===== src/rtl/alu_multicycle.sv =====
// ---------------------------------------------------------------------------
// alu_multicycle
//
// Registered EX-stage ALU with a start/busy/valid handshake.
//   - Single-cycle ops (AND, OR, ADD, SUB, SLT, SLTU, undefined codes, and
//     divide/remainder by zero) complete at the accepting edge. valid_o
//     pulses for the following cycle.
//   - MUL is an iterative shift-add that consumes one multiplier bit per
//     cycle, LSB first.
//   - DIVU/REMU is an iterative restoring divide that produces one quotient
//     bit per cycle, MSB first.
//   - An iterative op takes WIDTH cycles. busy_o is high while it runs, and
//     start_i is ignored during that time.
//
// Ports
//   clk_i     in   1      clock, rising edge
//   rst_i     in   1      asynchronous reset, active low
//   start_i   in   1      request, sampled only while busy_o == 0
//   src1_i    in   WIDTH  operand A, captured on an accepted start
//   src2_i    in   WIDTH  operand B, captured on an accepted start
//   ctrl_i    in   4      opcode, captured on an accepted start
//   busy_o    out  1      iterative op in progress
//   valid_o   out  1      one-cycle pulse: result_o/zero_o were just updated
//   result_o  out  WIDTH  registered result, held until the next completion
//   zero_o    out  1      result_o == 0
// ---------------------------------------------------------------------------
module alu_multicycle #(
  parameter int WIDTH = 32
) (
  input  logic             clk_i,
  input  logic             rst_i,
  input  logic             start_i,
  input  logic [WIDTH-1:0] src1_i,
  input  logic [WIDTH-1:0] src2_i,
  input  logic [3:0]       ctrl_i,
  output logic             busy_o,
  output logic             valid_o,
  output logic [WIDTH-1:0] result_o,
  output logic             zero_o
);

  localparam int CNT_W = $clog2(WIDTH);
  localparam logic [CNT_W-1:0] LAST_CNT = CNT_W'(WIDTH - 1);

  localparam logic [3:0] OP_AND  = 4'd0;
  localparam logic [3:0] OP_OR   = 4'd1;
  localparam logic [3:0] OP_ADD  = 4'd2;
  localparam logic [3:0] OP_MUL  = 4'd3;
  localparam logic [3:0] OP_DIVU = 4'd4;
  localparam logic [3:0] OP_REMU = 4'd5;
  localparam logic [3:0] OP_SUB  = 4'd6;
  localparam logic [3:0] OP_SLT  = 4'd7;
  localparam logic [3:0] OP_SLTU = 4'd8;

  typedef enum logic [1:0] {
    S_IDLE = 2'd0,
    S_MUL  = 2'd1,
    S_DIV  = 2'd2
  } state_t;

  state_t           r_state;
  logic [CNT_W-1:0] r_cnt;
  // MUL: multiplicand, shifted left each step.
  // DIV: dividend; quotient bits shift in from the right as dividend bits
  //      leave at the top.
  logic [WIDTH-1:0] r_opa;
  // MUL: multiplier, shifted right each step.
  // DIV: divisor, held constant.
  logic [WIDTH-1:0] r_opb;
  logic [WIDTH-1:0] r_acc;      // partial product
  logic [WIDTH:0]   r_rem;      // partial remainder, with one guard bit
  logic             r_is_rem;   // the DIV result is the remainder (REMU)
  logic             r_busy;
  logic             r_valid;
  logic [WIDTH-1:0] r_result;
  logic             r_zero;

  // Result of any op that finishes at the accepting edge. DIVU/REMU only
  // reach this path when the divisor is zero. MUL never reaches it.
  function automatic logic [WIDTH-1:0] alu_single(
    input logic [3:0]       op,
    input logic [WIDTH-1:0] a,
    input logic [WIDTH-1:0] b
  );
    logic [WIDTH-1:0] res;
    res = '0;
    case (op)
      OP_AND:  res = a & b;
      OP_OR:   res = a | b;
      OP_ADD:  res = a + b;
      OP_SUB:  res = a - b;
      OP_SLT:  res = {{(WIDTH-1){1'b0}}, ($signed(a) < $signed(b))};
      OP_SLTU: res = {{(WIDTH-1){1'b0}}, (a < b)};
      OP_DIVU: res = '1;
      OP_REMU: res = a;
      default: res = '0;
    endcase
    return res;
  endfunction

  logic [WIDTH-1:0] w_single;
  logic             w_is_div;
  logic [WIDTH-1:0] w_mul_acc;
  logic [WIDTH:0]   w_div_shift;
  logic [WIDTH:0]   w_div_diff;
  logic             w_div_ge;
  logic [WIDTH:0]   w_div_rem;
  logic [WIDTH-1:0] w_div_quo;
  logic [WIDTH-1:0] w_fin_res;

  assign w_single = alu_single(ctrl_i, src1_i, src2_i);
  assign w_is_div = (ctrl_i == OP_DIVU) || (ctrl_i == OP_REMU);

  // Shift-add step: add the multiplicand when the current multiplier LSB
  // is set.
  assign w_mul_acc = r_acc + (r_opb[0] ? r_opa : '0);

  // Restoring step: bring in the next dividend bit and try to subtract the
  // divisor. A borrow out of the guard bit means the trial went negative,
  // so the shifted value is kept instead.
  assign w_div_shift = {r_rem[WIDTH-1:0], r_opa[WIDTH-1]};
  assign w_div_diff  = w_div_shift - {1'b0, r_opb};
  assign w_div_ge    = r_rem[WIDTH] | ~w_div_diff[WIDTH];
  assign w_div_rem   = w_div_ge ? w_div_diff : w_div_shift;
  assign w_div_quo   = {r_opa[WIDTH-2:0], w_div_ge};

  assign w_fin_res = (r_state == S_DIV) ?
                     (r_is_rem ? w_div_rem[WIDTH-1:0] : w_div_quo) :
                     w_mul_acc;

  always_ff @(posedge clk_i or negedge rst_i) begin
    if (!rst_i) begin
      r_state  <= S_IDLE;
      r_cnt    <= '0;
      r_opa    <= '0;
      r_opb    <= '0;
      r_acc    <= '0;
      r_rem    <= '0;
      r_is_rem <= 1'b0;
      r_busy   <= 1'b0;
      r_valid  <= 1'b0;
      r_result <= '0;
      r_zero   <= 1'b1;
    end else begin
      r_valid <= 1'b0;
      case (r_state)
        S_IDLE: begin
          if (start_i) begin
            if (ctrl_i == OP_MUL) begin
              r_state <= S_MUL;
              r_cnt   <= '0;
              r_busy  <= 1'b1;
              r_opa   <= src1_i;
              r_opb   <= src2_i;
              r_acc   <= '0;
            end else if (w_is_div && (src2_i != '0)) begin
              r_state  <= S_DIV;
              r_cnt    <= '0;
              r_busy   <= 1'b1;
              r_opa    <= src1_i;
              r_opb    <= src2_i;
              r_rem    <= '0;
              r_is_rem <= (ctrl_i == OP_REMU);
            end else begin
              r_result <= w_single;
              r_zero   <= (w_single == '0);
              r_valid  <= 1'b1;
            end
          end
        end

        S_MUL: begin
          r_acc <= w_mul_acc;
          r_opa <= r_opa << 1;
          r_opb <= r_opb >> 1;
          r_cnt <= r_cnt + CNT_W'(1);
          if (r_cnt == LAST_CNT) begin
            r_result <= w_fin_res;
            r_zero   <= (w_fin_res == '0);
            r_valid  <= 1'b1;
            r_busy   <= 1'b0;
            r_cnt    <= '0;
            r_state  <= S_IDLE;
          end
        end

        S_DIV: begin
          r_rem <= w_div_rem;
          r_opa <= w_div_quo;
          r_cnt <= r_cnt + CNT_W'(1);
          if (r_cnt == LAST_CNT) begin
            r_result <= w_fin_res;
            r_zero   <= (w_fin_res == '0);
            r_valid  <= 1'b1;
            r_busy   <= 1'b0;
            r_cnt    <= '0;
            r_state  <= S_IDLE;
          end
        end

        default: begin
          r_state <= S_IDLE;
          r_busy  <= 1'b0;
        end
      endcase
    end
  end

  assign busy_o   = r_busy;
  assign valid_o  = r_valid;
  assign result_o = r_result;
  assign zero_o   = r_zero;

endmodule


===== config.mk =====
export PLATFORM = sky130hd
export DESIGN_NAME = alu_multicycle
export DESIGN_NICKNAME = d
export VERILOG_FILES = /design/src/rtl/alu_multicycle.sv
export SDC_FILE = /design/constraint.sdc
export NUM_CORES = 1
export LEC_CHECK = 0
export CORE_ASPECT_RATIO = 0.7
export CORE_MARGIN = 8
export CORE_UTILIZATION = 60
export CTS_BUF_LIST = sky130_fd_sc_hd__clkbuf_4 sky130_fd_sc_hd__clkbuf_8
export DETAILED_ROUTE_END_ITERATION = 8
export PLACE_DENSITY = 0.88
export SETUP_SLACK_MARGIN = 0.3
export SKIP_LAST_GASP = 1
export SLEW_MARGIN = 40
export SYNTH_ARGS = -nofsm -noshare
export SYNTH_HDL_FRONTEND = slang
export SYNTH_SLANG_ARGS = --single-unit

===== constraint.sdc =====
create_clock -name clk_i -period 9.7 [get_ports clk_i]
set_input_delay 1.455 -clock clk_i [delete_from_list [all_inputs] [get_ports clk_i]]
set_output_delay 1.455 -clock clk_i [all_outputs]
set_load 0.05 [all_outputs]

* Word level (Yosys, flattened, before mapping) *
Index checks and enable logic that the tools add are counted.
Widths: inputs -> output; s select.

word-level totals
  output and inout port bits = 35
  logic and storage cells = 111
  register bits = 172
  bits of input ports = 71

operators by class
  bitwise operators = 5
  order comparisons = 2
  reduce and logical (&&, ||, !) cells = 20
  $add $sub $neg = 5
  eq/ne operators = 18
  multiplexer cells = 50

operators with widths
  cell                count
  $mux 32             15
  $pmux 32 s8         1
  $pmux 32 s2         3
  $mux 33             4
  $pmux 32 s3         1
  $pmux 33 s2         1
  $add 32x32->32      2
  $logic_not 32->1    2
  $lt 32x32->1        2
  $sub 33x32->33      1
  $and 32x32->32      1
  $or 32x32->32       1
  $reduce_bool 32->1  1
  $sub 32x32->32      1
  $mux 5              4
  $eq 4x3->1 const B  4
  $reduce_and 3->1    5
  $mux 1              12
  $ne 2x2->1 const B  5
  $pmux 5 s2          1
  $eq 4x2->1 const B  2
  $mux 2              4
  $reduce_and 4->1    2
  $pmux 1 s2          3
  19 further kinds    22

* Longest topological paths before layout *
Gate-level depths: netlist of the first run.

  depth in word-level cells = 9
  gate-level depth with buffers = 18
  gate-level depth less buffers = 15

* Worst setup path before layout of the first run *
No wires, ideal clock.

  kind = input to register
  start point = in src1_i[0]
  end point = reg r_zero (netlist: zero_o)
  required time = 9.639 ns
  arrival time = 4.551 ns
  stages on the path = 15
  path buffers = 0
  setup slack = 5.087 ns
  setup time = 0.061 ns
  path through = ha_1 > inv_1 > fa_1 > nand3b_1 > a211oi_1 > nor3_1 > o31ai_1 > a211oi_1 > or3_1 > and4_1 > or3_1 > nor2_1 > and4_1 > a41oi_1 > nand2_1

between the ends
  word-level cells in the longest chain between the ends = 7
  elaborated cells between the ends (all ways) = 12
  those cells by class = add/sub: 2; order compare: 2; mux: 5; bitwise: 2; reduce/logical: 1

ends and longest elaborated chain
  item                                    RTL line  text
  from (decl)                             33        input logic [WIDTH-1:0] src1_i,
  $sub 32x32->32 (tied with other cells)  91        OP_SUB: res = a - b;
  $pmux 32 s8 (*)                         87        case (op)
  $logic_not 32->1 (*)                    166       r_zero <= (w_single == '0);
  $mux 1 (*)                              156       end else if (w_is_div && (src2_i != '0)) begin
  $mux 1 (*)                              149       if (ctrl_i == OP_MUL) begin
  $mux 1 (*)                              148       if (start_i) begin
  $pmux 1 s2 (*)                          146       case (r_state)
  to (signal assigned)                    166
  to (signal assigned)                    179       r_zero <= (w_fin_res == '0);
  to (signal assigned)                    193       r_zero <= (w_fin_res == '0);
  to (decl)                               76        logic r_zero;

Every way passes the cells marked *; elsewhere a longest branch is shown, timed or not. The select of a mux whose other input is x is not followed.
A chain may end at the register's enable or synchronous reset.

* Final worst setup path of the first run *
  start point = in src2_i[6]
  end point = reg r_zero (netlist: zero_o)

between the ends
  word-level cells in the longest chain between the ends = 7
  elaborated cells between the ends (all ways) = 16
  those cells by class = add/sub: 2; order compare: 2; eq/ne: 1; mux: 5; bitwise: 2; reduce/logical: 4

ends and longest elaborated chain
  item                                    RTL line  text
  from (decl)                             34        input logic [WIDTH-1:0] src2_i,
  $sub 32x32->32 (tied with other cells)  91
  $pmux 32 s8                             87
  $logic_not 32->1                        166
  $mux 1                                  156
  $mux 1                                  149
  $mux 1                                  148
  $pmux 1 s2                              146

Parallel ways exist; a longest one is shown, timed or not. The select of a mux whose other input is x is not followed.

==> impl_metrics.yaml, run 1 <==
cts:
  cts_root_buf: "clkbuf_8"
  cts_setup_buffers: 0
  holdBufCountCts: 0
  cts_tree: "yes"
  ctsResizeCount: 0
  cts.clk_slew.worst_paths_ps: 90
  numClockSinks: 172
  cts.path.max_buffers: 2
  clkLatencyLatePin_ps: 510
  cts_buffers: 17
  htree_num_levels: 4
yosys:
  synth_compound_area_frac: 0.3013
  synth_fa_ha_area_frac: 0.1288
  synthesis.area_mm2: 0.01791
  synth_edf_count: 0
  synth_top_family_by_area: "compound AO/OA/AOI/OAI gates"
  ys_seq_elements: 172
  synth.avg_cell_area_um2: 7.647
  ys_seq_area_frac: 0.2404
  yosys-top-cells-area: "dfrtp_1 (24%), ha_1 (12%), a21oi_1 (6.0%)"
  synthCells: 2342
  async_flop_share: 1.000
  yosysMostFrequentCell: "nand2_1"
  synthXorXnorAreaFrac: 0.03228
  synth.distinct_cells: 87
  yosys.area_share.simple: 0.1956
  synth_mux_area_frac: 0.04157
  synth.net_count: 2595
  ys.warnings.count: 0
  yosys-top-cells-count: "nand2_1 (253), a21oi_1 (216), o21ai_0 (211)"
  synth_top_area_cell: "dfrtp_1"
  ys.flop_type: "dfrtp_1"
  synth_top_area_share: 0.2389
route:
  dr.pass1.iters: 7
  final_antenna_net_count: 0
  drcViolationCount: 0
  vias: 19500
  wl_per_cell_um: 26.19
  first_iter_violations: 2979
  routed_via_density: 7.066
  drt-total-wl_mm: 72.26
die:
  initial_core_util: 0.6028
  die_w_um: 222.5
  die_height_um: 160.5
  die_area_mm2: 0.03572
  core_mm2: 0.02971
  rows: 53
  io_pins: 106
sta:
  slew_violations: 0
  max_freq_mhz: 158.0
  rsz0062_at_grt: "no"
  period_minus_slack_ps: 6328
  hold_violations: 0
  setup_ws_ps: 3372
  finalSetupTns_ps: 0
  slew_headroom: 0.3744
  finalSetupViolCount: 0
  finalClockSkew_ps: 20.51
  fin_crit_sh: 0.6524
  tightest_slew_ps: 928.6
placed_design:
  port_buffers: 105
  dp_slack_ps: 3248
  gp_congestion: 1.072
  dp.cells: 2726
  hpwl_mm: 55.35
setup_path:
  r2r-start: "r_opa[31]"
  critical_path_required_ps: 10150
  critPathSlowestCell: "clkdlybuf4s50_1"
  worst_path_largest_cell_delay_ps: 810
  rr_worst_depth: 16
  end_kind: "flop"
  criticalPathCategory: "in2reg"
  rr_endpoint: "zero_o"
  crit_chain: "clkdlybuf4s50_1 -> inv_1 -> ha_1 -> nand4_1 -> a211oi_1 -> nor3_1 -> o31ai_1 -> a211oi_1 -> or3_1 -> a221o_1 -> nand2_1 -> nand4_1 -> nor4_1 -> a41oi_1 -> nand2_1"
  crit_fanout: 12
  r2r_slack_ps: 4200
  startpoint_type: "input port"
  crit_arrival_ps: 6780
power:
  switching_share: 0.5266
  irDropWorstVdd_v: 0.0002246
  seqPwrFrac: 0.281
  power_frac_comb: 0.597
  p_int_w: 0.001991
  power_density_mw_per_mm2: 214.0
  power_w: 0.004205
  p_leak_nw: 8.824
  p_sw_w: 0.002214
  p_clk_frac: 0.123
global_route:
  overflow: 0
  grt_pass1_vias: 17660
  track_usage: 0.3895
  grt_antenna_before_repair: 1
  grt_pass1_wl_mm: 108.7
  grt_start_max_net_pins: 103
hold_path:
  whs_endpoint: "result_o[5]"
  whs_path_depth: 2
  min_from: "result_o[5]"
  min_path_type: "reg2reg"
cells_and_area:
  layout-drive-gt1-share: 0.04971
  syn2layout_area_growth_pct: 9.698
  n_antenna_cell: 0
  nets: 2614
  fin_cells: 2759
status:
  status: "complete, no violations"
job:
  maxCapViolations: 0
routing by layer:
metal,part of all wire,GRT usage
met1,0.40,0.5379
met2,0.40,0.5547
met3,0.15,0.1319
met4,0.046,0.1469
met5,0.00018,0
registers in the layout, summed over array words and instances, names as in the netlist:
name,count
r_opb,32
r_acc,32
valid_o,1
r_cnt,5
r_opa,32
r_rem,33
r_state,2
zero_o,1
result_o,32
busy_o,1
r_is_rem,1
power by group through the flow:
stage	sequential, W	combinational (W)	clock (W)
after detailed placement	0.00118	0.00241	0
after floorplan	0.00127	0.00148	0
after CTS	0.00116	0.00243	0.000512
after global routing	0.00119	0.00268	0.000543
after global placement	0.00117	0.00236	0
final	0.00118	0.00251	0.000515
cell type report:
type | instances | area, um2
multi-input combinational | 1888 | 12640
fill | 2526 | 10060
sequential | 172 | 4305
timing repair buffer | 131 | 1270
inverter | 151 | 566.8
tap | 385 | 481.7
clock buffer | 22 | 290.3
clock inverter | 10 | 90.09
placed cells by master, fill, tap and decap left out, types with 25 or more instances in the layout:
master	instances
a211oi_1	32
xnor2_1	37
o221ai_1	25
a21oi_1	215
nor2b_1	27
o21ai_0	211
mux2i_1	55
dfrtp_1	171
nor3_1	33
a21o_1	42
ha_1	176
a22oi_1	32
xor2_1	29
and2_1	47
a22o_1	28
nand3_1	46
nor2_1	188
nand2_1	252
clkdlybuf4s50_1	103
nand2b_1	27
inv_1	148
worst max-delay path: cells and delay by family:
| family | cells | cell delay (ps) |
|---|---|---|
| adder cells (fa/ha/maj) | 1 | 530 |
| AO/OA/AOI/OAI | 5 | 2150 |
| AND/OR/NAND/NOR | 7 | 1670 |
| buffers and inverters | 2 | 950 |
through the flow:
| step | hold slack, ps | area [um2] | utilization |
|---|---|---|---|
| CTS | 491.5 | 19620 | 0.6603 |
| detailed placement | 471.6 | 19230 | 0.6474 |
| global route | 512.2 | 19650 | 0.6613 |
| finish | 485.0 | 19650 | 0.6613 |
| global placement | 460.1 | 19200 | 0.6463 |
| floorplan | 437.2 | 17910 | - |
worst max-delay path by stage:
stage / from / to / slack (ps)
after floorplan: src1_i[0] / zero_o / 5090
after global placement: src2_i[6] / zero_o / 3230
after CTS: src2_i[6] / zero_o / 3730
after global routing: src2_i[6] / zero_o / 3310
final: src2_i[6] / zero_o / 3370
after detailed placement: src2_i[6] / zero_o / 3250
logic make-up after synthesis:
logic type / count (synthesis)
compound gates: 829
simple gates: 739
buf+inv: 282
fa+ha+maj: 182
flops: 172
mux: 72
xor+xnor: 66
(Power assumes the default switching activity.)
==> inputs of run 2 (changes only) <==
==> constraint.sdc (replaced) <==
create_clock -name clk_i -period 6.54 [get_ports clk_i]
set_input_delay 0.981 -clock clk_i [delete_from_list [all_inputs] [get_ports clk_i]]
set_output_delay 0.981 -clock clk_i [all_outputs]
set_load 0.05 [all_outputs]
==> impl_metrics.yaml, run 2 (synthesis results as in run 1) <==
power:
  p_leak_nw: 8.903
  power_density_mw_per_mm2: 322.5
  irDropWorstVdd_v: 0.0004185
setup_path:
  crit_arrival_ps: 6110
  cpMostUsedCell: "nand4_1"
  crit_chain: "inv_1 -> ha_1 -> fa_1 -> nand2b_1 -> a21oi_1 -> o21ai_0 -> o221ai_2 -> a311oi_4 -> mux2i_4 -> buf_12 -> buf_4 -> mux2_2 -> o221ai_1 -> nand4_1 -> nor4b_2 -> nand4_1 -> nand2_1"
  critPathSlowestCell: "o21ai_0"
  critical_path_required_ps: 6980
  crit_fanout: 21
  startpoint_type: "flop"
  worst_path_largest_cell_delay_ps: 600
  criticalPathCategory: "reg2reg"
  rr_worst_depth: 17
  end_kind: "flop"
sta:
  max_freq_mhz: 176.6
  slew_violations: 0
  rsz0062_at_grt: "no"
  fin_crit_sh: 0.8658
  finalSetupViolCount: 0
  setup_ws_ps: 877.3
  slew_headroom: 0.4004
  hold_violations: 0
  tightest_slew_ps: 889.9
  whs_ps: 487.9
  finalSetupTns_ps: 0
  period_minus_slack_ps: 5663
  finalClockSkew_ps: 20.64
cells_and_area:
  final_common_cell: "nand2_1"
  largest_reg_flops: 33
  fin_cells: 2775
  syn2layout_area_growth_pct: 10.53
  top_register: "r_rem"
  final_cell_mix: "nand2_1 (252), a21oi_1 (215), o21ai_0 (211)"
  layout-drive-gt1-share: 0.05323
  fin_util: 0.6663
  nets: 2627
route:
  first_iter_violations: 3212
  final_antenna_net_count: 0
  vias: 19660
  routed_via_density: 7.086
  drt-total-wl_mm: 74.49
  wl_per_cell_um: 26.84
  dr.pass1.iters: 7
  drcViolationCount: 0
hold_path:
  min_path_type: "in2async"
cts:
  htree_num_levels: 4
  cts_root_buf: "clkbuf_8"
  cts.path.max_buffers: 2
  cts_buffers: 17
  cts.clk_slew.worst_paths_ps: 90
  numClockSinks: 172
  ctsResizeCount: 0
  cts_setup_buffers: 0
  cts_tree: "yes"
  holdBufCountCts: 0
  clkLatencyLatePin_ps: 510
die:
  die_height_um: 160.5
  io_pins: 106
  die_area_mm2: 0.03572
  rows: 53
  die_w_um: 222.5
  initial_core_util: 0.6028
  core_mm2: 0.02971
global_route:
  grt_start_max_net_pins: 70
  gr-usage-met2: 0.5662
  use_met1: 0.5528
  track_usage: 0.4011
  grt_antenna_before_repair: 1
  grt_pass1_wl_mm: 111.2
  top_usage_layer: "met2"
  overflow: 0
  grt_pass1_vias: 17880
  met3_usage: 0.1312
placed_design:
  gp_congestion: 1.090
  hpwl_mm: 57.50
  dp.cells: 2740
  dp_slack_ps: 799.2
  port_buffers: 105
status:
  status: "complete, no violations"
job:
  maxCapViolations: 0
run 2: changes by cell type in the layout (fill, tap and decap cells not counted), moves of 2 or more:
cell / previous run / this run
buf_4: 24 / 36
diode_2: 0 / 4
clkinv_2: 4 / 1
buf_12: 0 / 2
bufinv_16: 1 / 3
run 2: through the flow:
step,total power [W],area (um2)
finish,0.006383,19790
global route,0.006659,19790
CTS,0.006220,19770
detailed placement,0.005371,19350
global placement,0.005265,19330
floorplan,0.004079,17910
run 2: final timing paths:
path	start	end	slack, ps
worst max-delay path	r_opa[31]	zero_o	880
worst min-delay path	rst_i	r_opa[7]	490
worst max register to register	r_opa[31]	zero_o	880
worst min register to register	result_o[19]	result_o[19]	490
max in group asynchronous	rst_i	r_opa[1]	4910
min in group clk_i	result_o[19]	result_o[19]	490
run 2: worst max-delay path, delay by kind of cell (launching register included):
family	cells	cell delay (ps)
and+or+nand+nor	5	1070
DFF	1	480
AOI/OAI and AO/OA	5	1980
adders and majority gates	2	440
muxes	2	930
buffers and inverters	3	670
run 2: layout make-up:
type                    count  area, um2
multi-input cells        1888      12640
well taps                 385      481.7
repair buffers            144       1374
fillers                  2548       9915
clock inverters             9      136.4
diodes                      4      10.01
inverters                 151      566.8
clock buffers              22      284.0
flip-flops and latches    172       4305
run 2: where the power goes:
group          switching [W]  total [W]  internal [W]
combinational        0.00253    0.00379       0.00125
clock               0.000434   0.000845      0.000411
sequential          0.000376    0.00175       0.00138
total                0.00334    0.00638       0.00304
run 2: metal layers:
metal	up-vias	routed length (um)
li1	8600	-
met1	9322	30150
met2	1482	30000
met3	259	10490
met4	0	3849
met5	-	0
